[config.mk]
export PLATFORM = sky130hd
export DESIGN_NAME = chr_overlay_ctrl_flat
export DESIGN_NICKNAME = d
export VERILOG_FILES = /design/src/rtl/chr_overlay_if.sv /design/src/rtl/chr_overlay_ctrl.sv /design/src/flat_wrapper.sv
export SDC_FILE = /design/constraint.sdc
export NUM_CORES = 1
export LEC_CHECK = 0
export BUFFER_PORTS_ARGS = -buffer_cell sky130_fd_sc_hd__buf_2
export CAP_MARGIN = 10
export CORE_MARGIN = 3
export CORE_UTILIZATION = 32
export CTS_BUF_LIST = sky130_fd_sc_hd__clkbuf_4
export CTS_CLUSTER_DIAMETER = 60
export DETAILED_ROUTE_END_ITERATION = 7
export PLACE_DENSITY_LB_ADDON = 0.3
export SETUP_SLACK_MARGIN = 0.05
export SLEW_MARGIN = 20
export SYNTH_ARGS = -nofsm -noshare
export SYNTH_HDL_FRONTEND = slang
export SYNTH_SLANG_ARGS = --single-unit
export TNS_END_PERCENT = 5
[constraint.sdc]
create_clock -name clk -period 8 [get_ports clk]
set_input_delay 1.6 -clock clk [delete_from_list [all_inputs] [get_ports clk]]
set_output_delay 1.6 -clock clk [all_outputs]
set_load 0.005 [all_outputs]
[src/rtl/chr_overlay_if.sv]
// chr_overlay_if: pixel stream in/out plus the font ROM lookup.
// slave = overlay controller side, master = pipeline/ROM side.
interface chr_overlay_if #(
  parameter int DATA_WIDTH = 8
);
  logic                  in_enable;
  logic [DATA_WIDTH-1:0] in_data;
  logic [7:0]            font_index;
  logic [63:0]           font_result;
  logic                  out_ready;
  logic [DATA_WIDTH-1:0] out_data;

  modport slave (
    input  in_enable,
    input  in_data,
    input  font_result,
    output font_index,
    output out_ready,
    output out_data
  );

  modport master (
    output in_enable,
    output in_data,
    output font_result,
    input  font_index,
    input  out_ready,
    input  out_data
  );
endinterface

[src/rtl/chr_overlay_ctrl.sv]
// chr_overlay_ctrl: 8x8 font text overlay on a raster pixel stream.
// Define CHR_OVERLAY_BG_EN to add bg_color and draw an opaque box.
module chr_overlay_ctrl #(
  parameter int IM_WIDTH   = 640,
  parameter int IM_HEIGHT  = 480,
  parameter int DATA_WIDTH = 8,
  parameter int MAX_CHARS  = 16,
  parameter int W_IDX      = 4
) (
  input  logic                  clk,
  input  logic                  rst_n,
  input  logic                  cfg_we,
  input  logic [W_IDX-1:0]      cfg_addr,
  input  logic [7:0]            cfg_char,
  input  logic [15:0]           txt_x,
  input  logic [15:0]           txt_y,
  input  logic [W_IDX:0]        txt_len,
  input  logic [DATA_WIDTH-1:0] fg_color,
`ifdef CHR_OVERLAY_BG_EN
  input  logic [DATA_WIDTH-1:0] bg_color,
`endif
  chr_overlay_if.slave          pix
);

  typedef enum logic {
    S_IDLE,
    S_RUN
  } state_t;

  localparam logic [15:0] X_LAST = 16'(IM_WIDTH - 1);
  localparam logic [15:0] Y_LAST = 16'(IM_HEIGHT - 1);

  state_t r_state;
  state_t w_state_nx;

  logic [15:0]     r_x;
  logic [15:0]     r_y;
  logic [15:0]     r_sx;
  logic [15:0]     r_sy;
  logic [W_IDX:0]  r_slen;
  logic [7:0]      r_buf [MAX_CHARS];

  logic            w_load;
  logic            w_xend;
  logic            w_yend;
  logic [15:0]     w_sx;
  logic [15:0]     w_sy;
  logic [W_IDX:0]  w_slen;
  logic [16:0]     w_dx;
  logic [16:0]     w_dy;
  logic [16:0]     w_wlim;
  logic            w_hit;
  logic [W_IDX-1:0] w_ci;
  logic [7:0]      w_chr;
  logic [7:0]      w_idx;

  logic [7:0]            r_idx;
  logic [2:0]            r_row;
  logic [2:0]            r_col;
  logic                  r_hit;
  logic [DATA_WIDTH-1:0] r_pix;
  logic                  r_v1;

  logic                  w_bit;
  logic [DATA_WIDTH-1:0] w_out;
  logic                  r_rdy;
  logic [DATA_WIDTH-1:0] r_dat;

  assign w_xend = (r_x == X_LAST);
  assign w_yend = (r_y == Y_LAST);

  always_comb begin
    w_state_nx = r_state;
    w_load     = 1'b0;
    unique case (r_state)
      S_IDLE: begin
        if (pix.in_enable) begin
          w_state_nx = S_RUN;
          w_load     = 1'b1;
        end
      end
      S_RUN: begin
        if (pix.in_enable && w_xend && w_yend)
          w_state_nx = S_IDLE;
      end
      default: w_state_nx = S_IDLE;
    endcase
  end

  always_ff @(posedge clk or negedge rst_n) begin
    if (!rst_n) r_state <= S_IDLE;
    else        r_state <= w_state_nx;
  end

  // The first pixel of a frame already sees the config being latched.
  assign w_sx   = w_load ? txt_x   : r_sx;
  assign w_sy   = w_load ? txt_y   : r_sy;
  assign w_slen = w_load ? txt_len : r_slen;

  assign w_dx   = {1'b0, r_x} - {1'b0, w_sx};
  assign w_dy   = {1'b0, r_y} - {1'b0, w_sy};
  assign w_wlim = 17'({w_slen, 3'b000});
  assign w_hit  = (w_dy < 17'd8) && (w_dx < w_wlim);
  assign w_ci   = w_dx[W_IDX+2:3];
  assign w_chr  = r_buf[w_ci];
  assign w_idx  = (w_chr >= 8'h20 && w_chr <= 8'h7E)
                ? w_chr : 8'h20;

  always_ff @(posedge clk or negedge rst_n) begin
    if (!rst_n) begin
      r_x    <= '0;
      r_y    <= '0;
      r_sx   <= '0;
      r_sy   <= '0;
      r_slen <= '0;
    end else begin
      if (w_load) begin
        r_sx   <= txt_x;
        r_sy   <= txt_y;
        r_slen <= txt_len;
      end
      if (pix.in_enable) begin
        if (w_xend) begin
          r_x <= '0;
          r_y <= w_yend ? 16'd0 : r_y + 16'd1;
        end else begin
          r_x <= r_x + 16'd1;
        end
      end
    end
  end

  always_ff @(posedge clk or negedge rst_n) begin
    if (!rst_n) begin
      for (int i = 0; i < MAX_CHARS; i++)
        r_buf[i] <= 8'h20;
    end else if (cfg_we) begin
      r_buf[cfg_addr] <= cfg_char;
    end
  end

  always_ff @(posedge clk or negedge rst_n) begin
    if (!rst_n) begin
      r_idx <= 8'h20;
      r_row <= '0;
      r_col <= '0;
      r_hit <= 1'b0;
      r_pix <= '0;
      r_v1  <= 1'b0;
    end else begin
      r_v1 <= pix.in_enable;
      if (pix.in_enable) begin
        r_idx <= w_hit ? w_idx : 8'h20;
        r_row <= w_dy[2:0];
        r_col <= w_dx[2:0];
        r_hit <= w_hit;
        r_pix <= pix.in_data;
      end
    end
  end

  // Bit 63-8r-c is the 6-bit complement of {r,c}.
  assign w_bit = pix.font_result[{~r_row, ~r_col}];

`ifdef CHR_OVERLAY_BG_EN
  assign w_out = !r_hit ? r_pix
               : (w_bit ? bg_color : fg_color);
`else
  assign w_out = (r_hit && !w_bit) ? fg_color : r_pix;
`endif

  always_ff @(posedge clk or negedge rst_n) begin
    if (!rst_n) begin
      r_rdy <= 1'b0;
      r_dat <= '0;
    end else begin
      r_rdy <= r_v1;
      if (r_v1) r_dat <= w_out;
    end
  end

  assign pix.font_index = r_idx;
  assign pix.out_ready  = r_rdy;
  assign pix.out_data   = r_dat;

endmodule
[src/flat_wrapper.sv]
// flat-port wrapper written by rule: the top's interface ports become plain ports
module chr_overlay_ctrl_flat 
#(
  parameter int IM_WIDTH   = 640,
  parameter int IM_HEIGHT  = 480,
  parameter int DATA_WIDTH = 8,
  parameter int MAX_CHARS  = 16,
  parameter int W_IDX      = 4
)
  (clk, rst_n, cfg_we, cfg_addr, cfg_char, txt_x, txt_y, txt_len, fg_color, pix_in_enable, pix_in_data, pix_font_result, pix_font_index, pix_out_ready, pix_out_data);
  chr_overlay_if #(.DATA_WIDTH(DATA_WIDTH)) pix_i ();
  input  logic clk;
  input  logic rst_n;
  input  logic cfg_we;
  input  logic [W_IDX-1:0] cfg_addr;
  input  logic [7:0] cfg_char;
  input  logic [15:0] txt_x;
  input  logic [15:0] txt_y;
  input  logic [W_IDX:0] txt_len;
  input  logic [DATA_WIDTH-1:0] fg_color;
  input wire logic [$bits(pix_i.in_enable)-1:0] pix_in_enable;
  input wire logic [$bits(pix_i.in_data)-1:0] pix_in_data;
  input wire logic [$bits(pix_i.font_result)-1:0] pix_font_result;
  output wire logic [$bits(pix_i.font_index)-1:0] pix_font_index;
  output wire logic [$bits(pix_i.out_ready)-1:0] pix_out_ready;
  output wire logic [$bits(pix_i.out_data)-1:0] pix_out_data;
  assign pix_i.in_enable = pix_in_enable;
  assign pix_i.in_data = pix_in_data;
  assign pix_i.font_result = pix_font_result;
  assign pix_font_index = pix_i.font_index;
  assign pix_out_ready = pix_i.out_ready;
  assign pix_out_data = pix_i.out_data;
  chr_overlay_ctrl #(.IM_WIDTH(IM_WIDTH), .IM_HEIGHT(IM_HEIGHT), .DATA_WIDTH(DATA_WIDTH), .MAX_CHARS(MAX_CHARS), .W_IDX(W_IDX)) u_core (.clk(clk), .rst_n(rst_n), .cfg_we(cfg_we), .cfg_addr(cfg_addr), .cfg_char(cfg_char), .txt_x(txt_x), .txt_y(txt_y), .txt_len(txt_len), .fg_color(fg_color), .pix(pix_i));
endmodule
-- Word-level counts from Yosys, hierarchy flattened
Index checks and enable logic that the tools add are counted.
- bitwise gates (word level): 5
- reductions and logical operators: 8
- add/sub/neg operators: 4
- eq/ne operators: 2
- order comparisons: 8
- mux-type cells: 20
- operators with widths (operator ; count):
    $bwmux W128 ; 1
    $mux W16 ; 4
    $mux W8 ; 6
    $sub A16 B16 Y17 ; 2
    $add A16 B1 Y16 const B ; 2
    $bmux W8 S4 ; 1
    $demux W8 S4 ; 1
    $lt A17 B4 Y1 const B ; 1
    $lt A17 B8 Y1 ; 1
    $eq A16 B10 Y1 const B ; 1
    $eq A16 B9 Y1 const B ; 1
    $ge A5 B5 Y1 const B ; 2
    $not A4 Y5 ; 2
    $ge A8 B6 Y1 const B ; 1
    $le A8 B7 Y1 const B ; 1
    $lt A6 B7 Y1 const B ; 1
    $bmux W1 S6 ; 1
    $logic_and A1 B1 Y1 ; 6
    $not A3 Y3 ; 2
    $lt A5 B1 Y1 const B ; 1
    $mux W5 ; 1
    $mux W1 ; 4
    $pmux W1 S2 ; 1
    $reduce_and A2 Y1 ; 1
    2 further kinds ; 2
- register bits after elaboration: 231
- logic and storage cells: 77
- output and inout bits: 17

-- Logic depth before layout (Yosys ltp)
- word-level depth: 12
- mapped depth: 24

-- Least setup slack after synthesis
OpenSTA, ideal clock, no wires.
- path type: in2reg
- from: in pix_in_enable
- to: reg u_core.r_idx[5] (netlist: u_core.pix.font_index[5])
- stages on the path: 23
- path slack: 1.227 ns
- setup time: 0.083 ns
- arrival time: 6.690 ns
- buffers on the path: 3
- path through: nand2b_4 -> buf_12 -> buf_2 -> clkbuf_1 -> mux2i_1 -> ha_1 -> nor2b_1 -> or3_1 -> a21bo_2 -> a21oi_1 -> o21ai_0 -> xor2_2 -> inv_1 -> ha_1 -> a21o_1 -> a21oi_1 -> inv_1 -> o311a_1 -> a2111oi_0 -> nand4_1 -> nor4_1 -> nand4_2 -> o32a_1
- cells in the longest elaborated chain, start to end: 12
- elaborated cells between the ends (all ways): 19
- those cells by class: 2 x add/sub; 4 x order compare; 10 x mux; 1 x bitwise; 2 x reduce/logical
- ends and longest elaborated chain (item ; RTL line ; text):
    start, declared ; flat_wrapper.sv:21 ; input wire logic [$bits(pix_i.in_enable)-1:0] pix_in_enable;
    $mux W1 ; chr_overlay_ctrl.sv:77 ; if (pix.in_enable) begin
    $mux W1 ; chr_overlay_ctrl.sv:75 ; unique case (r_state)
    $mux W16 ; chr_overlay_ctrl.sv:96 ; assign w_sx = w_load ? txt_x : r_sx;
    $sub A16 B16 Y17 ; chr_overlay_ctrl.sv:100 ; assign w_dx = {1'b0, r_x} - {1'b0, w_sx};
    $not A4 Y5 (implied by the code) ; chr_overlay_ctrl.sv:105 ; assign w_chr = r_buf[w_ci];
    $bmux W8 S4 ; chr_overlay_ctrl.sv:105 ;
    $mux W8 (implied by the code) (2 in series) ; chr_overlay_ctrl.sv:105 ;
    $ge A8 B6 Y1 or $le A8 B7 Y1 (tied branches) ; chr_overlay_ctrl.sv:106 ; assign w_idx = (w_chr >= 8'h20 && w_chr <= 8'h7E)
    $logic_and A1 B1 Y1 ; chr_overlay_ctrl.sv:106 ;
    $mux W8 ; chr_overlay_ctrl.sv:107 ; ? w_chr : 8'h20;
    $mux W8 ; chr_overlay_ctrl.sv:153 ; r_idx <= w_hit ? w_idx : 8'h20;
    end signal, assigned ; chr_overlay_ctrl.sv:153 ;
    end, declared ; chr_overlay_ctrl.sv:57 ; logic [7:0] r_idx;
Parallel ways exist; a longest one is shown, timed or not. The select of a mux whose other input is x is not followed.
A chain may end at the register's enable or synchronous reset.

-- Worst setup path in the final report
- from: in pix_in_enable
- to: reg u_core.r_idx[1] (netlist: u_core.pix.font_index[1])
- cells in the longest elaborated chain, start to end: 12
- elaborated cells between the ends (all ways): 19
- those cells by class: 2 x add/sub; 4 x order compare; 10 x mux; 1 x bitwise; 2 x reduce/logical
- ends and longest elaborated chain (item ; RTL line ; text):
    $mux W1 * ; chr_overlay_ctrl.sv:77 ;
    $mux W1 * ; chr_overlay_ctrl.sv:75 ;
    $mux W16 * ; chr_overlay_ctrl.sv:96 ;
    net u_core.w_sx[0] ; chr_overlay_ctrl.sv:46 ; logic [15:0] w_sx;
    $sub A16 B16 Y17 * ; chr_overlay_ctrl.sv:100 ;
    $not A4 Y5 (implied by the code) ; chr_overlay_ctrl.sv:105 ;
    $bmux W8 S4 ; chr_overlay_ctrl.sv:105 ;
    $mux W8 (implied by the code) (2 in series) ; chr_overlay_ctrl.sv:105 ;
    $ge A8 B6 Y1 or $le A8 B7 Y1 (tied branches) ; chr_overlay_ctrl.sv:106 ;
    $logic_and A1 B1 Y1 ; chr_overlay_ctrl.sv:106 ;
    $mux W8 ; chr_overlay_ctrl.sv:107 ;
    $mux W8 * ; chr_overlay_ctrl.sv:153 ;
Mark *: on every way through the listed nets, which the timed path passes. The rest lies on a longest branch. The select of a mux whose other input is x is not followed.

==> results.txt <==
In this run, synthesis inferred 0 flip-flops with an integrated enable. The area growth from synthesis to layout is 16.3%. The number of gates resized after CTS was 0. The estimated wirelength of the detail-placed design came out at 22.8 mm. The number of detailed-routing iterations run before antenna repair came out at 6. The post-synthesis instance total came out at between 1000 and 1500. The number of buffers on the longest clock path is 3.

The total number of clock tree sinks is approximately 230. The initial antenna violation count was 1. The combined area of all synthesized cells came out at between 10000 and 15000 um^2. The number of global-route vias before repair came to 9588. Setup repair after global routing left no endpoint under its margin. Global routing used roughly 15% of the available tracks.

In this run the worst hold path is classified as flop to flop. The filler cell count came out at around 3900. The final period utilization came out at 80.9%. The number of endpoints with negative hold slack in the final report is 0. Cells fill a little under two fifths of the core in the end. The final setup violation count came out at 0. The worst-case hold slack came out at 0.475 ns. The number of max-slew violations in the final report came out at 0. The later pin in the worst-skew pair is clocked with a latency of slightly above 0.7 ns. Once detail routing completed, the nets flagged for antenna violations numbered 0. The most frequent cell after synthesis is dfrtp_1. The maximum number of pins on one net before global-route repair came out at around 120.

The number of ports placed on the die boundary is 150. The row count is 73. The total grt overflow came out at 0. The arrival time of data at the critical path endpoint is a little over 7 ns. Detailed routing inserted a total of 9214 vias. The total area of multi-input combinational cells is 6680 um^2. In the final routed layout, each cell accounts on average for 17.8 um. In this run the static leakage power is between 7 and 8 nW. The flow ran to the end, and the final reports show no timing, DRC or antenna violations. The floorplan step set the die height to between 200 and 250 um.

Routability-driven placement finished with a final weighted congestion of around 0.86. The number of hold buffers added after CTS is 0. Sorting the synthesized cells by area gives the leading types as dfrtp_1 (41%), mux2_2 (12%), mux4_2 (7.6%), mux2i_1 (4.5%), dfstp_2 (3.4%). The aggregate routed wire length is 32.3 mm. The data required time of the critical path came out at between 8 and 9 ns.

The starting utilization of the core area came out at between 30% and 40%. Summed over all instances, the cell type with the most area after synthesis is dfrtp_1. The number of buffers added by the clock tree synthesis step is between 60 and 70. The worst setup path is captured at a flop. The number of violations reported at the end of detailed-routing iteration 0 is approximately 380. The fraction of final layout cells with drive strength greater than 1 is 38.9%. The die footprint is approximately 43000 um^2. The H-tree depth came out at 3.

Dividing total power by cell area gives a power density of just under 300 nW/um^2. The total DRC errors in the routed layout is 0. Along the worst path, the maximum fanout reaches 43. The slew at the pin closest to its max-slew limit came out at approximately 1.0 ns. Max-cap violations in this run came to 0. The core footprint came out at between 30000 and 40000 um^2. In the synthesized netlist, the cells that appear most often are dfrtp_1 (214), mux2_2 (137), inv_1 (72). The setup total negative slack came out at 0 ns. Of the synthesized area, sequential elements account for around 45%. In the synthesized netlist the dominant register cell turns out to be dfrtp_1.

Counting flops with an async set or reset pin after synthesis yields a share of 100%. The worst ir drop on vdd came out at ~0.23 mV. The first global-routing pass estimated just over 50 mm of wire. The peak clock frequency supported by timing is 154 MHz. The setup skew after layout is 0.0364 ns. During synthesis, Yosys emitted a total of 0 warnings.

The worst max-slew margin expressed relative to the limit is a little under a third. The synthesized design contains between 200 and 250 register bits. By startpoint and endpoint, the worst setup path is classified as input pin to flop. The die width came out at ~210 um. After clock tree synthesis, the clock-pin slew on the worst setup and hold paths is approximately 0.060 ns. The post-route minimum period came out at between 6 and 7 ns.

Counting every net in the synthesized netlist gives between 1000 and 1500. The area share of the largest cell type after synthesis is roughly two fifths. TritonCTS built the clock tree. The number of buffers inserted by port buffering is about 150. The total setup buffers inserted after CTS is 0.

The final net count is between 1000 and 1500. The average via count per standard cell is around 5.1. The startpoint type of the worst setup path is an input pin. The sequential standard cell area came out at 5800 um^2.

The master cell of the clock root buffer is clkbuf_4. Each instance of the synthesized netlist takes up on average between 10 and 15 um^2. The total power is 4.40 mW. The number of distinct standard cells referenced by the synthesized netlist is 92.
-- metal layers --
layer  vias to the layer above  wire length, um  GRT usage (%)
met2                       281            14800           23.4
met4                         0              898           5.69
met1                      4592            14600           19.7
met3                        56             1930           4.00
li1                       4285                -              -
met5                         -                0              0
-- stage by stage --
stage | setup WS (ns) | cell area [um^2] | std cells
after floorplan | 1.23 | 13000 | 1065
after global placement | 0.977 | 14200 | 1695
after detailed placement | 0.835 | 14200 | 1695
after CTS | 1.59 | 15100 | 1810
after global routing | 1.21 | 15100 | 1811
final | 1.53 | 15100 | 1811
-- state kept, by name, summed over array words and instances (netlist names), 5 cells and up --
name and count:
u_core.r_sx 16, u_core.pix.out_data 8, u_core.r_sy 16, u_core.r_x 16, u_core.pix.font_index 8, u_core.r_buf 128, u_core.r_pix 8, u_core.r_y 16
u_core.r_slen 5
-- report_power, final --
part | leakage, nW | switching [mW] | internal, mW
Clock | 0.518 | 0.513 | 0.648
Sequential | 2.85 | 0.138 | 1.37
Combinational | 3.67 | 0.863 | 0.870
Total | 7.04 | 1.51 | 2.89
-- worst paths after layout --
kind / from / slack (ns) / endpoint / cells after the start
worst max-delay path: pix_in_enable / 1.53 / u_core.pix.font_index[1] / 24
worst min-delay path: u_core.r_sx[9] / 0.47 / u_core.r_sx[9] / 2
worst max register to register: u_core.r_state / 2.06 / u_core.pix.font_index[1] / 18
worst min register to register: u_core.r_sx[9] / 0.47 / u_core.r_sx[9] / 2
max in group asynchronous: rst_n / 5.86 / u_core.r_buf[20] / 2
min in group asynchronous: rst_n / 0.98 / u_core.r_state / 1
-- cell families after synthesis --
| family | share of synthesized area (%) |
|---|---|
| flops | 44.6 |
| compound gates | 8.06 |
| mux | 27.1 |
| buf+inv | 4.29 |
| fa+ha+maj | 2.99 |
| xor+xnor | 3.71 |
| simple gates | 9.18 |
-- cell type report --
class                           count  area share (%)
Multi-Input combinational cell    709            44.2
Sequential cell                   231            38.4
Timing Repair Buffer              157            5.48
Clock buffer                       96            4.77
Tap cell                          525            4.34
Inverter                           73            1.81
Clock inverter                     19            1.06
Antenna cell                        1          0.0165
-- placed cells by master (no fill, tap or decap), types with 7 or more instances in the layout --
| cell type | count |
|---|---|
| nand4_1 | 9 |
| nor4_1 | 7 |
| o31ai_1 | 10 |
| nor3_1 | 16 |
| inv_1 | 72 |
| or3_1 | 7 |
| dfstp_2 | 17 |
| xnor2_1 | 28 |
| clkinv_1 | 11 |
| nor2_1 | 65 |
| a31oi_1 | 7 |
| xor2_1 | 9 |
| mux4_2 | 44 |
| clkbuf_4 | 96 |
| ha_1 | 27 |
| o21ai_0 | 18 |
| nand3_1 | 21 |
| a21oi_1 | 39 |
| nand2b_1 | 18 |
| o32ai_1 | 8 |
| mux2_2 | 137 |
| buf_4 | 7 |
| nor2b_1 | 10 |
| dfrtp_1 | 214 |
| mux4_1 | 9 |
| buf_2 | 148 |
| mux2i_1 | 58 |
| nand2_1 | 49 |
-- critical path, cell delays in order --
cell and delay [ns]:
buf_2 0.12, buf_4 0.43, and2b_4 0.36, nand2_1 0.08
nand2_1 0.08, ha_1 0.19, nor2b_1 0.08, or3_1 0.33
a21bo_2 0.27, a21oi_1 0.15, o21ai_0 0.14, xor2_2 0.17
buf_4 0.24, inv_1 0.07, ha_1 0.29, a21o_1 0.18
a21oi_1 0.17, inv_1 0.06, o311a_1 0.29, a2111oi_0 0.39
nand4_1 0.15, nor4_1 0.51, nand4_2 0.34, o32ai_1 0.36
Power figures use the tool's default switching activity.
